<file path="src/rtl/mem_arbiter.sv">
// Arbitrates the shared 128-bit line memory port between icache and dcache.
// Optional `ARB_RR_EN selects round-robin arbitration instead of fixed dcache priority.
module mem_arbiter #(
  parameter int unsigned ADDR_W = 28,
  parameter int unsigned LINE_W = 128
) (
  input  logic              clk,
  input  logic              rst_n,
  input  logic              i_read,
  input  logic [ADDR_W-1:0] i_addr,
  output logic              i_ready,
  output logic [LINE_W-1:0] i_rdata,
  input  logic              d_read,
  input  logic              d_write,
  input  logic [ADDR_W-1:0] d_addr,
  input  logic [LINE_W-1:0] d_wdata,
  output logic              d_ready,
  output logic [LINE_W-1:0] d_rdata,
  output logic              mem_read,
  output logic              mem_write,
  output logic [ADDR_W-1:0] mem_addr,
  output logic [LINE_W-1:0] mem_wdata,
  input  logic [LINE_W-1:0] mem_rdata,
  input  logic              mem_ready
);

  typedef enum logic [1:0] {
    ST_IDLE = 2'd0,
    ST_BUSY = 2'd1,
    ST_DONE = 2'd2
  } state_t;

  localparam logic OWN_I = 1'b0;
  localparam logic OWN_D = 1'b1;

  state_t              r_state;
  state_t              w_state_nxt;
  logic                r_owner;
  logic                w_owner_nxt;
  logic                r_last;
  logic                w_last_nxt;
  logic                r_mem_read;
  logic                w_mem_read_nxt;
  logic                r_mem_write;
  logic                w_mem_write_nxt;
  logic [ADDR_W-1:0]   r_mem_addr;
  logic [ADDR_W-1:0]   w_mem_addr_nxt;
  logic [LINE_W-1:0]   r_mem_wdata;
  logic [LINE_W-1:0]   w_mem_wdata_nxt;

  logic w_i_req;
  logic w_d_req;
  logic w_any_req;
  logic w_pick_d;
  logic w_complete;
  logic w_i_match;
  logic w_d_match;

  assign w_i_req   = i_read;
  assign w_d_req   = d_read | d_write;
  assign w_any_req = w_i_req | w_d_req;

`ifdef ARB_RR_EN
  // Contended grant goes to whichever side did not win last time.
  assign w_pick_d = w_d_req & (~w_i_req | (r_last == OWN_I));
`else
  assign w_pick_d = w_d_req;
`endif

  always_ff @(posedge clk or negedge rst_n) begin
    if (!rst_n) begin
      r_state     <= ST_IDLE;
      r_owner     <= OWN_I;
      r_last      <= OWN_I;
      r_mem_read  <= 1'b0;
      r_mem_write <= 1'b0;
      r_mem_addr  <= '0;
      r_mem_wdata <= '0;
    end else begin
      r_state     <= w_state_nxt;
      r_owner     <= w_owner_nxt;
      r_last      <= w_last_nxt;
      r_mem_read  <= w_mem_read_nxt;
      r_mem_write <= w_mem_write_nxt;
      r_mem_addr  <= w_mem_addr_nxt;
      r_mem_wdata <= w_mem_wdata_nxt;
    end
  end

  always_comb begin
    w_state_nxt     = r_state;
    w_owner_nxt     = r_owner;
    w_last_nxt      = r_last;
    w_mem_read_nxt  = r_mem_read;
    w_mem_write_nxt = r_mem_write;
    w_mem_addr_nxt  = r_mem_addr;
    w_mem_wdata_nxt = r_mem_wdata;
    case (r_state)
      ST_IDLE: begin
        if (w_any_req) begin
          w_state_nxt = ST_BUSY;
          w_owner_nxt = w_pick_d;
          w_last_nxt  = w_pick_d;
          if (w_pick_d) begin
            w_mem_read_nxt  = d_read;
            w_mem_write_nxt = d_write;
            w_mem_addr_nxt  = d_addr;
            w_mem_wdata_nxt = d_write ? d_wdata : '0;
          end else begin
            w_mem_read_nxt  = 1'b1;
            w_mem_write_nxt = 1'b0;
            w_mem_addr_nxt  = i_addr;
            w_mem_wdata_nxt = '0;
          end
        end
      end
      ST_BUSY: begin
        if (mem_ready) begin
          w_state_nxt     = ST_DONE;
          w_mem_read_nxt  = 1'b0;
          w_mem_write_nxt = 1'b0;
        end
      end
      ST_DONE: begin
        w_state_nxt = ST_IDLE;
      end
      default: begin
        w_state_nxt     = ST_IDLE;
        w_mem_read_nxt  = 1'b0;
        w_mem_write_nxt = 1'b0;
      end
    endcase
  end

  // A completion is delivered only if the owner still wants exactly the latched line.
  assign w_complete = (r_state == ST_BUSY) & mem_ready;
  assign w_i_match  = i_read & (i_addr == r_mem_addr);
  assign w_d_match  = r_mem_write ? (d_write & (d_addr == r_mem_addr))
                                  : (d_read  & (d_addr == r_mem_addr));

  assign i_ready = w_complete & (r_owner == OWN_I) & w_i_match;
  assign d_ready = w_complete & (r_owner == OWN_D) & w_d_match;
  assign i_rdata = i_ready ? mem_rdata : '0;
  assign d_rdata = (d_ready & ~r_mem_write) ? mem_rdata : '0;

  assign mem_read  = r_mem_read;
  assign mem_write = r_mem_write;
  assign mem_addr  = r_mem_addr;
  assign mem_wdata = r_mem_wdata;

endmodule

</file>
<file path="config.mk">
export PLATFORM = sky130hd
export DESIGN_NAME = mem_arbiter
export DESIGN_NICKNAME = d
export VERILOG_FILES = /design/src/rtl/mem_arbiter.sv
export SDC_FILE = /design/constraint.sdc
export NUM_CORES = 1
export LEC_CHECK = 0
export CAP_MARGIN = 10
export CORE_AREA = 2 2 288 290
export CTS_BUF_LIST = sky130_fd_sc_hd__clkbuf_16
export CTS_CLUSTER_SIZE = 40
export DETAILED_ROUTE_END_ITERATION = 10
export DIE_AREA = 0 0 290 292
export GPL_TIMING_DRIVEN = 0
export PLACE_DENSITY = 0.45
export SLEW_MARGIN = 25
export SYNTH_ARGS = -nofsm -noshare
export SYNTH_HDL_FRONTEND = slang
export SYNTH_SLANG_ARGS = --single-unit
</file>
<file path="constraint.sdc">
create_clock -name clk -period 2.28 [get_ports clk]
set_input_delay 0.456 -clock clk [delete_from_list [all_inputs] [get_ports clk]]
set_output_delay 0.456 -clock clk [all_outputs]
set_load 0.02 [all_outputs]
</file>
# Word level (Yosys, flattened, before mapping)

Index checks and enable logic that the tools add are counted.

Bits in registers: 161
Latch bits: 0
Memory bits (writable): 0
Memory bits (read-only): 0
Input bits: 318
Output and inout bits: 416
Logic and storage cells: 46
Memories kept: 0

Add/sub/neg operators: 0
$mul: 0
Divide/modulo/power cells: 0
Order comparisons: 0
Eq/ne operators: 6
Shift operators: 0
Mux-type cells: 16
Bitwise gates (word level): 14
Reduce and logical (&&, ||, !) cells: 4

Operators with widths:

| kind                 | number |
|---|---|
| $mux W128            | 4 |
| $eq A28 B28 Y1       | 2 |
| $mux W28             | 1 |
| $and A1 B1 Y1        | 9 |
| $mux W1              | 6 |
| $pmux W1 S3          | 2 |
| $mux W2              | 2 |
| $ne A2 B2 Y1 const B | 2 |
| $pmux W2 S2          | 1 |
| $reduce_and A2 Y1    | 2 |
| $not A1 Y1           | 3 |
| $reduce_and A3 Y1    | 1 |
| $eq A2 B1 Y1 const B | 1 |
| $eq A2 B2 Y1 const B | 1 |
| $logic_not A2 Y1     | 1 |
| $or A1 B1 Y1         | 2 |

# Depth between registers and ports, before layout

Depth in word-level cells: 6
Depth in mapped cells: 7

# Worst setup path before layout

OpenSTA, ideal clock, no wires.

Path type: reg-to-output
From: reg r_mem_addr[22] (netlist: mem_addr[22])
To: out d_rdata[108]
Arrival time: 2124 ps
Slack: -300 ps
Stages on the path, launching flop included: 7
Path buffers: 2
Cell sequence: dfrtp_1 -> xor2_1 -> nor4_1 -> nand4_1 -> clkbuf_1 -> clkbuf_1 -> nor4_1

Word-level cells in the longest chain between the ends: 6
Elaborated cells on any way between the ends: 7

RTL lines:

| what                             | line     | RTL |
|---|---|---|
| from (decl)                      | 46       | `logic [ADDR_W-1:0] r_mem_addr;` |
| from (signal assigned)           | 85       | `r_mem_addr <= w_mem_addr_nxt;` |
| $eq A28 B28 Y1 (*)               | 138, 139 |  |
| $and A1 B1 Y1 (on tied branches) | 139, 138 |  |
| $mux W1 (*)                      | 138      | `assign w_d_match = r_mem_write ? (d_write & (d_addr == r_mem_addr))` |
| $and A1 B1 Y1 (*)                | 142      | `assign d_ready = w_complete & (r_owner == OWN_D) & w_d_match;` |
| $and A1 B1 Y1 (*)                | 144      | `assign d_rdata = (d_ready & ~r_mem_write) ? mem_rdata : '0;` |
| $mux W128 (*)                    | 144      |  |
| to (decl)                        | 18       | `output logic [LINE_W-1:0] d_rdata,` |

Every way passes the cells marked *; elsewhere a longest branch is shown, timed or not.

# Worst setup path in the final report

From: in d_addr[14]
To: out d_rdata[34]

Word-level cells in the longest chain between the ends: 6
Elaborated cells on any way between the ends: 7

RTL lines:

| what                             | line     | RTL |
|---|---|---|
| from (decl)                      | 15       | `input logic [ADDR_W-1:0] d_addr,` |
| $eq A28 B28 Y1 (*)               | 138, 139 |  |
| $and A1 B1 Y1 (on tied branches) | 139, 138 |  |
| $mux W1 (*)                      | 138      |  |
| $and A1 B1 Y1 (*)                | 142      |  |
| $and A1 B1 Y1 (*)                | 144      |  |
| $mux W128 (*)                    | 144      |  |

Marks and branches as above.

==> flow_metrics.py <==
metrics = {
    "layout": {
        "fin_cells": 3349,
        "area_growth_syn_to_layout_pct": 130,
        "drive_gt1_frac": 0.352,
        "layout_commonest_cell": "clkdlybuf4s50_1",
        "final_cell_area_um2": 25200,
        "nNetsFinal": 2576,
        "fin_util": 0.309,
        "final_cell_mix": "467 x clkdlybuf4s50_1, 417 x nand2_1, 273 x buf_4",
    },
    "worst_setup_path": {
        "crit_type": "in -> out",
        "required_ns": 1.82,
        "crit_path_end_kind": "primary output",
        "critPathLaunchType": "input pin",
        "arrival_ns": 2.72,
        "critPathMaxFanout": 6,
    },
    "sta": {
        "min_period_over_period": 1.39,
        "drv_slew": 0,
        "relSlewSlack": 0.222,
        "timing.final.ws_setup_ns": -0.898,
        "hold_violations": 0,
        "rsz0062_at_grt": "true",
        "timing.fmax_mhz": 315,
        "setup_viol": 305,
        "period_needed_ns": 3.18,
        "fin_skew_ns": 0.0139,
        "tightest_slew_ns": 1.17,
    },
    "clock_tree": {
        "cts_max_level": 4,
        "cts_tree": "built",
        "clock_latency_ns": 0.47,
        "clock-sinks": 161,
        "root_buffer": "clkbuf_16",
        "cts_made_buffers": 17,
        "clk_pin_slew_worst_paths_ns": 0.08,
        "cts_max_path_buffers": 2,
    },
    "placed_design": {
        "dp_hpwl_um": 65400,
        "gp_congestion": 0.916,
        "dpl.cell_count": 3201,
        "port_buffers": 732,
        "place_area_um2": 21300,
    },
    "logic_synthesis": {
        "syn_avg_cell_area_um2": 7.83,
        "synth-seq-cells": 161,
        "synth_area_leaders": "dfrtp_1 37%, nand2_1 14%, nor4_2 14%",
        "yosysSeqAreaShare": 0.368,
        "synth_cells": 1398,
        "post_synth_num_cell_types": 30,
        "syn-num-nets": 1716,
        "yosysTopAreaCellShare": 0.368,
        "ys_warn_count": 0,
        "synth_area_um2": 11000,
        "synth_area_leader_cell": "dfrtp_1",
    },
    "power_and_ir_drop": {
        "peakVddDrop_v": 0.000638,
        "p_leak_nw": 11.8,
        "p_comb_frac": 0.577,
        "power.share.sequential": 0.255,
        "power_switching_mw": 9.56,
        "p_total_mw": 19.4,
        "p_int_mw": 9.81,
        "p_sw_frac": 0.494,
        "power.share.clock": 0.168,
        "power_density_nw_per_um2": 768,
    },
    "global_route": {
        "grt_max_degree": 83,
        "antenna_found_initial": 37,
        "grt_pass1_wl_um": 111000,
        "grt_pass1_vias": 14300,
        "grt-ovfl-total": 0,
        "grt_util_all_layers": 0.182,
    },
    "die": {
        "die_x_um": 290,
        "fp.coreArea_um2": 81600,
        "row_count": 105,
        "die_area_um2": 84700,
        "io-pin-count": 734,
        "dieHeight_um": 292,
        "initial_core_util": 0.134,
    },
    "run_status": {
        "violations": "negative setup slack",
        "run_status": "finished, violations left",
    },
    "routing": {
        "drc_errors": 0,
        "wirelength_um": 80300,
        "vias": 13900,
        "antenna_left": 0,
        "via_per_inst": 4.15,
        "drtIter0Drc": 500,
        "first_pass_iters": 5,
        "routedWlPerCell_um": 24.0,
    },
    "run": {
        "maxCapViolations": 0,
    },
    "worst_hold_path": {
        "min_path_type": "in -> reg",
    },
}
-- power by group through the flow --
stage          combinational (mW)  clock (mW)  sequential, mW
3_3_place_gp                 10.4           0            4.95
5_1_grt                      12.1        3.50            5.10
3_5_place_dp                 10.5           0            4.99
4_1_cts                      11.0        3.39            4.96
6_report                     11.2        3.25            4.94
2_1_floorplan                4.02           0            6.22
-- worst paths after layout --
check                                          start                          to  slack, ns  cells past startpoint
setup / recovery                          d_addr[14]                 d_rdata[34]      -0.90                     11
hold / removal                             i_addr[5]     mem_addr[5]$_DFFE_PN0P_       0.39                      3
setup reg to reg              r_state[0]$_DFFE_PN0P_  mem_wdata[116]$_DFFE_PN0P_      -0.24                      5
hold reg to reg            mem_wdata[92]$_DFFE_PN0P_   mem_wdata[92]$_DFFE_PN0P_       0.47                      2
max in group asynchronous                      rst_n   mem_wdata[63]$_DFFE_PN0P_       0.78                      3
min in group asynchronous                      rst_n   mem_wdata[16]$_DFFE_PN0P_       0.57                      2
-- metal layers --
layer  vias up  wire length [um]  GRT usage
met2       560             41100      0.331
met5         -               198          0
met1      6709             29900      0.193
met3       123              7260     0.0792
li1       6462                 -          -
met4        30              1970     0.0398
-- metrics by stage --
step                setup WS, ns  TNS (ns)  hold slack, ns
CTS                        -1.07   -265.55           0.473
finish                    -0.898   -198.42           0.390
global placement           -7.15  -1619.14           0.453
detailed placement         -2.34   -571.04           0.455
global route               -1.08   -258.21           0.373
floorplan                 -0.240    -24.33           0.160
-- cell usage after synthesis --
| cell | n |
|---|---|
| nor2_1 | 4 |
| buf_1 | 5 |
| nand3b_1 | 1 |
| nand3_1 | 131 |
| nor2b_1 | 5 |
| o21ai_0 | 31 |
| clkbuf_1 | 86 |
| a221oi_1 | 2 |
| inv_1 | 134 |
| nand2_1 | 418 |
| nor4_2 | 120 |
| nor4_1 | 146 |
| buf_2 | 47 |
| buf_6 | 11 |
| a22o_1 | 1 |
| inv_2 | 1 |
| or2_2 | 1 |
| o221a_2 | 1 |
| nor2_4 | 1 |
| nor3_1 | 4 |
| o21ai_2 | 1 |
| buf_4 | 1 |
| xnor2_1 | 1 |
| mux2i_1 | 28 |
| o2111a_1 | 1 |
| a2111oi_2 | 1 |
| xor2_1 | 49 |
| dfrtp_1 | 161 |
| nand2b_1 | 1 |
| nand4_1 | 4 |
-- sequential cells by signal (all words and copies together) (netlist names) --
signal / cells
r_owner: 1
r_state: 2
mem_read: 1
mem_write: 1
mem_addr: 28
mem_wdata: 128
-- critical path, stage by stage --
cell,delay (ns)
clkdlybuf4s50_1,0.45
xor2_1,0.18
nor4_2,0.34
nand4_1,0.15
buf_6,0.17
buf_12,0.12
clkbuf_16,0.16
buf_8,0.14
buf_16,0.14
nor4_4,0.20
buf_4,0.19
-- kinds of logic (layout without fill, tap and decap cells) --
logic type,Yosys count,count (layout),synth area share
flops,161,161,0.368
buf+inv,285,1158,0.111
mux,28,28,0.0256
compound gates,38,38,0.0208
other cells,0,8,0
simple gates,836,836,0.435
xor+xnor,50,50,0.0400
-- final cells by class --
cell class	count	area, um2
diodes	8	20.0
plain buffers	147	1650
clock buffers	17	425
clock inverters	15	209
fillers	8561	56300
inverters	135	507
multi-input cells	952	8720
flip-flops and latches	161	4050
well taps	1070	1340
repair buffers	844	8320
-- repair_timing --
action                                  in CTS  in global routing
setup buffers                               38                 46
hold endpoints to repair                    79                  0
pin swaps                                   15                 62
endpoints found under the setup margin     349                381
hold buffers                                 1                  0
gates resized for setup                   1227                763
gates cloned                                 9                 18
Note: power is estimated with default switching activity, not from simulation.
